File: src/rtl/delay_scheduler.sv
// delay_scheduler: queues tagged delay requests in a small FIFO and runs them
// one at a time through a single down-counter, pulsing evt_valid with the tag
// when each delay expires.
// Optional feature macro: DELAY_SCHED_CANCEL_EN (adds the flush input).
//
// state | meaning
// ------+-----------------------------------------------------------------
// IDLE  | no active request; pops the FIFO head as soon as one is queued
// COUNT | active request counting down; expires when cnt reaches zero
module delay_scheduler #(
    parameter int CNT_W = 8,
    parameter int TAG_W = 4,
    parameter int DEPTH = 4
) (
    input  logic                         clk,
    input  logic                         rst_n,
    input  logic                         req_valid,
    output logic                         req_ready,
    input  logic [CNT_W-1:0]             req_delay,
    input  logic [TAG_W-1:0]             req_tag,
`ifdef DELAY_SCHED_CANCEL_EN
    input  logic                         flush,
`endif
    output logic                         evt_valid,
    output logic [TAG_W-1:0]             evt_tag,
    output logic                         busy,
    output logic [$clog2(DEPTH+1)-1:0]   pending
);

    localparam int AW = $clog2(DEPTH);

    typedef enum logic {IDLE, COUNT} state_t;

    state_t                   state, state_nxt;
    logic [CNT_W+TAG_W-1:0]   mem [DEPTH];
    logic [AW:0]              wptr, rptr;
    logic [CNT_W-1:0]         cnt;
    logic [TAG_W-1:0]         tag_act;
    logic                     empty, full, push, pop, expire, flush_i;
    logic [CNT_W-1:0]         head_delay;
    logic [TAG_W-1:0]         head_tag;

`ifdef DELAY_SCHED_CANCEL_EN
    assign flush_i = flush;
`else
    assign flush_i = 1'b0;
`endif

    assign empty     = (wptr == rptr);
    assign full      = (wptr[AW] != rptr[AW]) && (wptr[AW-1:0] == rptr[AW-1:0]);
    assign req_ready = !full && !flush_i;
    assign push      = req_valid && req_ready;
    assign pending   = wptr - rptr;
    assign busy      = (state == COUNT);
    assign {head_delay, head_tag} = mem[rptr[AW-1:0]];

    // Next-state and pop decision; flush overrides everything, including an expiry.
    always_comb begin
        state_nxt = state;
        pop       = 1'b0;
        expire    = 1'b0;
        case (state)
            IDLE: begin
                if (!empty) begin
                    pop       = 1'b1;
                    state_nxt = COUNT;
                end
            end
            COUNT: begin
                if (cnt == '0) begin
                    expire = 1'b1;
                    if (!empty) pop = 1'b1;
                    else        state_nxt = IDLE;
                end
            end
            default: state_nxt = IDLE;
        endcase
        if (flush_i) begin
            pop       = 1'b0;
            expire    = 1'b0;
            state_nxt = IDLE;
        end
    end

    // State register.
    always_ff @(posedge clk or negedge rst_n) begin
        if (!rst_n) state <= IDLE;
        else        state <= state_nxt;
    end

    // FIFO storage; entries are qualified by the pointers, so no reset needed.
    always_ff @(posedge clk) begin
        if (push) mem[wptr[AW-1:0]] <= {req_delay, req_tag};
    end

    // FIFO pointers; a flush discards everything queued (no push can coincide).
    always_ff @(posedge clk or negedge rst_n) begin
        if (!rst_n) begin
            wptr <= '0;
            rptr <= '0;
        end else if (flush_i) begin
            rptr <= wptr;
        end else begin
            if (push) wptr <= wptr + 1'b1;
            if (pop)  rptr <= rptr + 1'b1;
        end
    end

    // Down-counter, active tag latch and registered event outputs.
    always_ff @(posedge clk or negedge rst_n) begin
        if (!rst_n) begin
            cnt       <= '0;
            tag_act   <= '0;
            evt_valid <= 1'b0;
            evt_tag   <= '0;
        end else if (flush_i) begin
            cnt       <= '0;
            evt_valid <= 1'b0;
        end else begin
            evt_valid <= expire;
            if (expire) evt_tag <= tag_act;
            if (pop) begin
                cnt     <= head_delay;
                tag_act <= head_tag;
            end else if (state == COUNT && cnt != '0) begin
                cnt <= cnt - 1'b1;
            end
        end
    end

endmodule

File: config.mk
export PLATFORM = sky130hd
export DESIGN_NAME = delay_scheduler
export DESIGN_NICKNAME = d
export VERILOG_FILES = /design/src/rtl/delay_scheduler.sv
export SDC_FILE = /design/constraint.sdc
export NUM_CORES = 1
export LEC_CHECK = 0
export BUFFER_PORTS_ARGS = -buffer_cell sky130_fd_sc_hd__buf_2
export CAP_MARGIN = 40
export CORE_ASPECT_RATIO = 0.9
export CORE_UTILIZATION = 38
export CTS_CLUSTER_DIAMETER = 100
export CTS_CLUSTER_SIZE = 25
export DETAILED_ROUTE_END_ITERATION = 7
export PLACE_DENSITY = 0.58
export SYNTH_ARGS = -nofsm -noshare
export SYNTH_HDL_FRONTEND = slang
export SYNTH_SLANG_ARGS = --single-unit
File: constraint.sdc
create_clock -name clk -period 4.1 [get_ports clk]
set_input_delay 0.82 -clock clk [delete_from_list [all_inputs] [get_ports clk]]
set_output_delay 0.82 -clock clk [all_outputs]
set_load 0.1 [all_outputs]
# Yosys cells after proc, flatten, opt, wreduce, memory -nomap -nowiden
# Memories as Yosys holds them, arrays and structs flattened.
# Index checks and enable logic that the tools add are counted.
# classes
mux	11
add_sub_neg	4
eq_ne	3
n_reduce_logical	7
n_bitwise	1
# ops
operator	count
2-to-1 mux 8 bit	2
logical NOT 8 bit	1
nonzero test 8 bit	1
subtractor 8 x 1 -> 8 bit (second input constant)	1
2-to-1 mux 1 bit	7
adder 3 x 1 -> 3 bit (second input constant)	2
case mux 1 bit (2 select lines)	2
equality test 3 bit	1
logical AND 1 bit	3
subtractor 3 bit	1
equality test 2 bit	1
nonzero test 2 bit	1
logical NOT 1 bit	1
inequality test 1 bit	1
inverter 1 bit	1
# word_totals
mem_count	1
out_inout_bits	10
ramBits	48
input_bits	15
reg_bits	24
wordCells	34
# mem_list
name	words	word_bits	read_ports	rd_clocked_by_memory_dff	write_ports	line_no	text
mem	4	12	1	0	1	35	logic [CNT_W+TAG_W-1:0] mem [DEPTH];

# Longest topological paths before layout
# Gate-level depths: netlist (run 1).
# depth
word_depth	6
depth_mapped	8
mapped_depth_nobuf	6

# Worst setup path after synthesis (run 1)
# Ideal clock, no wire load.
# synth_timing
path_kind	flip-flop to output port
startpoint	register rptr[0]
endpoint	output pending[2]
stages_incl_launch_ff	4
n_path_buf	0
required_time_ns	3.280
arrival_time_ns	2.615
setup_slack_ns	0.665
cell_sequence	dfrtp_1 ha_1 fa_1 xnor2_1
# synth_via
elab_chain_len	1
# synth_rtl
item	line_no	text
start, declared	36	logic [AW:0] wptr, rptr;
start signal, assigned	102	rptr <= wptr;
start signal, assigned	105	if (pop) rptr <= rptr + 1'b1;
subtractor 3 bit	53	assign pending = wptr - rptr;
end, declared	27	output logic [$clog2(DEPTH+1)-1:0] pending
# Every way passes these cells.

# Final worst setup path (run 1)
# Ends and elaborated chain as after synthesis.

==> results of run 1 <==
[kinds of logic after synthesis]
group | count (synthesis) | share of synthesized area [%]
adders and majority gates | 9 | 3.962
AOI/OAI and AO/OA | 16 | 4.705
DFF | 72 | 67.35
xor gates and xnor gates | 8 | 2.311
and+or+nand+nor | 38 | 6.314
muxes | 24 | 13.29
buffers and inverters | 14 | 2.064
[metal layers]
metal  vias to the layer above  global-route usage [%]
met1                       787                   18.83
met3                         5                   5.263
met2                        28                   23.28
met4                         0                   4.478
met5                         -                       0
li1                        750                       -
[power by group through the flow]
stage | combinational, mW | clock, mW | sequential (mW)
final | 1.11 | 0.529 | 1.13
after floorplan | 0.805 | 0 | 1.22
after global placement | 1.12 | 0 | 1.15
after global routing | 1.20 | 0.575 | 1.16
after detailed placement | 1.12 | 0 | 1.15
after CTS | 1.13 | 0.542 | 1.13
[worst min path at each step]
stage	start	to	slack (ns)
floorplan	tag_act[0]	evt_tag[0]	0.47
global placement	evt_tag[2]	evt_tag[2]	0.49
detailed placement	evt_tag[3]	evt_tag[3]	0.49
CTS	rst_n	evt_tag[1]	0.48
global route	rst_n	evt_valid	0.50
finish	rst_n	busy	0.46
[cells in the final DEF, fill, tap and decap left out, drive strengths merged, types with 2 or more instances in the layout]
cell      synthesis  final
xnor2             6      6
nor2              3      3
inv               9     10
xor2              2      2
or3               2      2
buf               3     25
nand2            13     13
ha                8      8
nand3             7      7
nand4             2      2
a21oi             2      2
o211ai            2      2
o21ai             2      2
mux4             12     12
mux2             10     10
and2              4      4
mux2i             2      2
clkbuf            2     10
o221a             2      2
edfxtp           48     48
nor3              4      4
dfrtp            24     24
clkinvlp          0      2
[stage by stage]
stage / setup slack [ns] / total power, mW
finish: 1.141 / 2.771
detailed placement: 1.368 / 2.270
floorplan: 0.6652 / 2.026
global route: 1.014 / 2.938
global placement: 1.401 / 2.268
CTS: 1.101 / 2.802
[critical path, cell delays in order, from the launching register on]
cell     delay [ns]
dfrtp_1        0.38
buf_4          0.22
ha_1           0.22
fa_1           0.38
xnor2_1        0.16
buf_2          0.44
[final cells by class]
class / instances / area share [%]
clock buffer: 10 / 3.714
clock inverter: 5 / 1.675
inverter: 9 / 0.9832
multi-input combinational: 95 / 26.98
sequential: 72 / 59.43
tap: 96 / 3.496
timing repair buffer: 25 / 3.714
[flip-flops by register name (all words and copies together) (netlist names)]
| name | count |
|---|---|
| evt_tag | 4 |
| wptr | 3 |
| evt_valid | 1 |
| rptr | 3 |
| tag_act | 4 |
| mem | 48 |
| busy | 1 |
| cnt | 8 |
[synth_stat cells, types with 3 or more instances]
cell / instances / area, µm²
and2_1: 4 / 25.02
dfrtp_1: 24 / 600.6
edfxtp_1: 48 / 1441
ha_1: 8 / 100.1
inv_1: 9 / 33.78
mux2_2: 10 / 112.6
mux4_2: 12 / 270.3
nand2_1: 12 / 45.04
nand3_1: 7 / 35.03
nor2_1: 3 / 11.26
nor3_1: 4 / 20.02
xnor2_1: 6 / 52.55
==> results.toml, run 1 <==
[logic_synthesis]
avgSynthCellArea_um2 = 16.75
synth_cells = 181
netlist_area_mm2 = 0.003032
synth_seq_cells = 72
ys_warn_count = 0
ys_seq_area_share_pct = 67.35
synth_edf_count = 48
ys.flop_type = "edfxtp_1"
async_flop_share_pct = 33.33
syn_nets = 205
yosysUniqueCellTypes = 37

[floorplanning]
rows = 30
core-area_mm2 = 0.007620
io_pins = 25
initial_core_util_pct = 39.79
die_x_um = 96.15
dieArea_mm2 = 0.008340
dieHeight_um = 86.74

[finish]
multi_input_area_um2 = 927.1
nets = 236
fillers = 699
diodes = 0
fin_util_pct = 45.09
syn_to_final_growth_pct = 13.33
seqCellArea_mm2 = 0.002042
drive_gt1_share_pct = 29.17
instances_no_fill = 312
fin_area_mm2 = 0.003436

[pwr]
clock_power_share_pct = 19.1
power_switching_mw = 1.182
p_comb_share_pct = 40.2
total_leakage_power_nw = 1.305
pwr-share-seq_pct = 40.7
p_sw_share_pct = 42.65
ir_drop_uv = 368.4
cellPowerDensity_mw_per_mm2 = 806.6
p_int_mw = 1.590

[clock_tree]
cts-root-buf = "clkbuf_8"
post_cts_resized = 0
cts_made_buffers = 9
clock_path_buffers = 2
cts_tree = "yes"
clock_latency_ns = 0.34
clk_pin_slew_worst_paths_ns = 0.08
clock-sinks = 72
ctsHtreeMaxLevel = 3
post_cts_buffers = 0
cts-hold-fix-buffers = 0

[timing]
final.setup.tns_ns = 0
rsz0062_at_grt = "no"
fin_crit_sh_pct = 72.18
clock_skew_ns = 0.008704
tightest_slew_ns = 0.7788
fin_crit_ns = 2.959
setup_violations = 0
maxSlewHeadroom_pct = 47.91
finalMaxSlewViolations = 0
hold_viol = 0
max_freq_mhz = 337.9
hold_ws_ns = 0.4649

[detailed_routing]
met3_length_um = 197
drt_iter0_drc = 66
drc = 0
first_pass_iters = 4
viasPerCell = 5.032
drt-met1-wl_um = 2402
ant_nets = 0
dr_wl_met2_um = 2478
drt_wl_total_um = 5125
via_count = 1570
routed.top_layer = "met4"
wl_per_cell_um = 16.43

[setup_path]
path_class = "reg2out"
reg2regPathDepth = 6
worstSetupStartpoint = "rptr[0]"
r2r_end = "cnt[3]"
arrival_ns = 2.14
crit_path_max_fanout = 15
r2r_setup_slack_ns = 1.33
critPathRequiredTime_ns = 3.28
crit_path_end = "pending[2]"
worst_setup_path_end_kind = "primary output"
crit_path_start_kind = "flip-flop"
r2r_start = "cnt[0]"

[global_route]
grt.total_usage_pct = 14.66
grt_max_degree = 25
antenna_found_initial = 0
grt_pass1_wl_um = 8590
overflow = 0
grt_pass1_vias = 1644

[run]
cap_violations = 0

[place]
gp_congestion = 0.6884
dp.cells = 297
hpwl_um = 3468
dpl-instance-area_mm2 = 0.003251
port_buffers = 24

[hold_path]
hold_path_class = "in2async"

[status]
status = "finished, final reports clean"
Power figures use the tool's default switching activity.
==> run 2: changes to the inputs <==
--- a/config.mk
+++ b/config.mk
@@ -12,7 +12,7 @@
 export CTS_CLUSTER_DIAMETER = 100
 export CTS_CLUSTER_SIZE = 25
 export DETAILED_ROUTE_END_ITERATION = 7
-export PLACE_DENSITY = 0.58
+export PLACE_DENSITY = 0.6
 export SYNTH_ARGS = -nofsm -noshare
 export SYNTH_HDL_FRONTEND = slang
 export SYNTH_SLANG_ARGS = --single-unit
==> constraint.sdc (replaced) <==
create_clock -name clk -period 2.6 [get_ports clk]
set_input_delay 0.52 -clock clk [delete_from_list [all_inputs] [get_ports clk]]
set_output_delay 0.52 -clock clk [all_outputs]
set_load 0.1 [all_outputs]
==> run 2 against run 1 <==
  * Final cell count grew 1.9%
  * Clock skew shrank 0.0019 ns
  * First-iteration DRC count grew 12%
  * Clock power grew 53%
  * Utilization grew 1.4 points
  * Register-to-register slack lost 1.1 ns
  * Worst setup slack lost 0.96 ns
  * Sequential cell count is the same
  * Largest power group is now combinational cells
  * Hold slack lost 0.28 ns
  * Non-clock buffer count grew 6
  * Wire length grew 3.5%
  * Die area is the same
==> results.toml, run 2 (synthesis gave the netlist of run 1 again) <==
[finish]
fin_util_pct = 46.47
diodes = 0
fin_area_mm2 = 0.003541
syn_to_final_growth_pct = 16.80
nets = 242
largest_register_ffs = 48
drive_gt1_share_pct = 31.08
layout_common_cells = "48 x edfxtp_1, 24 x dfrtp_1, 20 x buf_2"
layout_commonest_cell = "edfxtp_1"

[global_route]
grt.total_usage_pct = 14.51
grt_pass1_wl_um = 8562
grt_max_degree = 25
antenna_found_initial = 0
grt_pass1_vias = 1603
overflow = 0

[pwr]
p_sw_share_pct = 40.94
p_comb_share_pct = 45.0
clock_power_share_pct = 17.4
power_switching_mw = 1.905
pwr-share-seq_pct = 37.5
cellPowerDensity_mw_per_mm2 = 1314
p_int_mw = 2.749
ir_drop_uv = 644.4
total_leakage_power_nw = 1.366

[setup_path]
path_buf_inv = 1
critical-path-max-stage-delay_ns = 0.60
worst_setup_path_end_kind = "flip-flop"
path_class = "reg2reg"
reg2regPathDepth = 6
critPathRequiredTime_ns = 2.82
crit_chain = "inv_1 > ha_1 > or4b_1 > o41ai_4 > mux2_2 > o221a_2"
cp_slowest_cell = "or4b_1"
crit_path_start_kind = "flip-flop"
crit_path_max_fanout = 7
r2r_setup_slack_ns = 0.18
arrival_ns = 2.64
r2r_end = "cnt[3]"
r2r_start = "cnt[0]"
cp_top_family = "compound AO/OA/AOI/OAI gates"
crit_cells = 6

[timing]
hold_ws_ns = 0.1823
tightest_slew_ns = 0.5728
maxSlewHeadroom_pct = 61.81
fin_crit_ns = 2.416
rsz0062_at_grt = "no"
finalMaxSlewViolations = 0
fin_crit_sh_pct = 92.94
max_freq_mhz = 413.8
clock_skew_ns = 0.006782
hold_viol = 0
final.setup.tns_ns = 0
setup_violations = 0

[clock_tree]
post_cts_resized = 0
clk_pin_slew_worst_paths_ns = 0.07
cts_tree = "yes"
clock-sinks = 72
clock_latency_ns = 0.33
cts-root-buf = "clkbuf_8"
cts-hold-fix-buffers = 0
ctsHtreeMaxLevel = 3
post_cts_buffers = 0
cts_made_buffers = 9
clock_path_buffers = 2

[hold_path]
hold_path_class = "in2async"

[floorplanning]
core-area_mm2 = 0.007620
initial_core_util_pct = 39.79
dieHeight_um = 86.74
io_pins = 25
dieArea_mm2 = 0.008340
die_x_um = 96.15
rows = 30

[detailed_routing]
via_count = 1660
viasPerCell = 5.220
first_pass_iters = 4
drt_iter0_drc = 74
ant_nets = 0
wl_per_cell_um = 16.68
drc = 0
drt_wl_total_um = 5303

[place]
dpl-instance-area_mm2 = 0.003363
port_buffers = 24
hpwl_um = 3506
gp_congestion = 0.8068

[run]
cap_violations = 0

[status]
status = "finished, final reports clean"
-- run 2: cell count changes in the layout (fill, tap and decap cells not counted) --
cell,change
xnor2_1,-1
xnor2_2,+1
buf_12,+4
clkinvlp_4,-1
buf_4,+6
clkbuf_1,+1
clkinv_2,+1
inv_6,-1
buf_2,-4
-- run 2: how the worst max path moves through the flow --
stage             from          to  slack [ns]
2_1_floorplan  rptr[0]  pending[2]        0.07
3_3_place_gp    cnt[0]      cnt[3]        0.24
3_5_place_dp    cnt[0]      cnt[3]        0.21
4_1_cts        wptr[0]  pending[2]        0.17
5_1_grt         cnt[0]      cnt[3]        0.05
6_report        cnt[0]      cnt[3]        0.18
-- run 2: power groups by stage --
stage / clock (mW) / combinational, mW / sequential (mW)
3_3_place_gp: 0 / 2.10 / 1.77
4_1_cts: 0.839 / 2.12 / 1.75
5_1_grt: 0.885 / 2.24 / 1.79
3_5_place_dp: 0 / 2.11 / 1.78
6_report: 0.812 / 2.09 / 1.75
2_1_floorplan: 0 / 1.29 / 1.93
-- run 2: through the flow --
| step | total power [mW] | worst slack (ns) | instances |
|---|---|---|---|
| 6_report | 4.654 | 0.1836 | 318 |
| 5_1_grt | 4.908 | 0.05050 | 318 |
| 4_1_cts | 4.713 | 0.1708 | 318 |
| 3_5_place_dp | 3.889 | 0.2089 | 303 |
| 3_3_place_gp | 3.867 | 0.2397 | 303 |
| 2_1_floorplan | 3.217 | 0.07258 | 181 |
-- run 2: layout make-up --
class / count / area [µm²]
clock buffer: 11 / 131.4
timing repair buffer: 31 / 232.7
clock inverter: 4 / 46.29
inverter: 9 / 33.78
sequential: 72 / 2042
multi-input combinational: 95 / 934.6
tap: 96 / 120.1
fill: 663 / 4079
-- run 2: metal layers --
layer	track usage, %	share of wire, %
met5	0	0
met4	4.071	0.91
met3	5.439	4.0
met2	21.15	47
met1	20.37	48
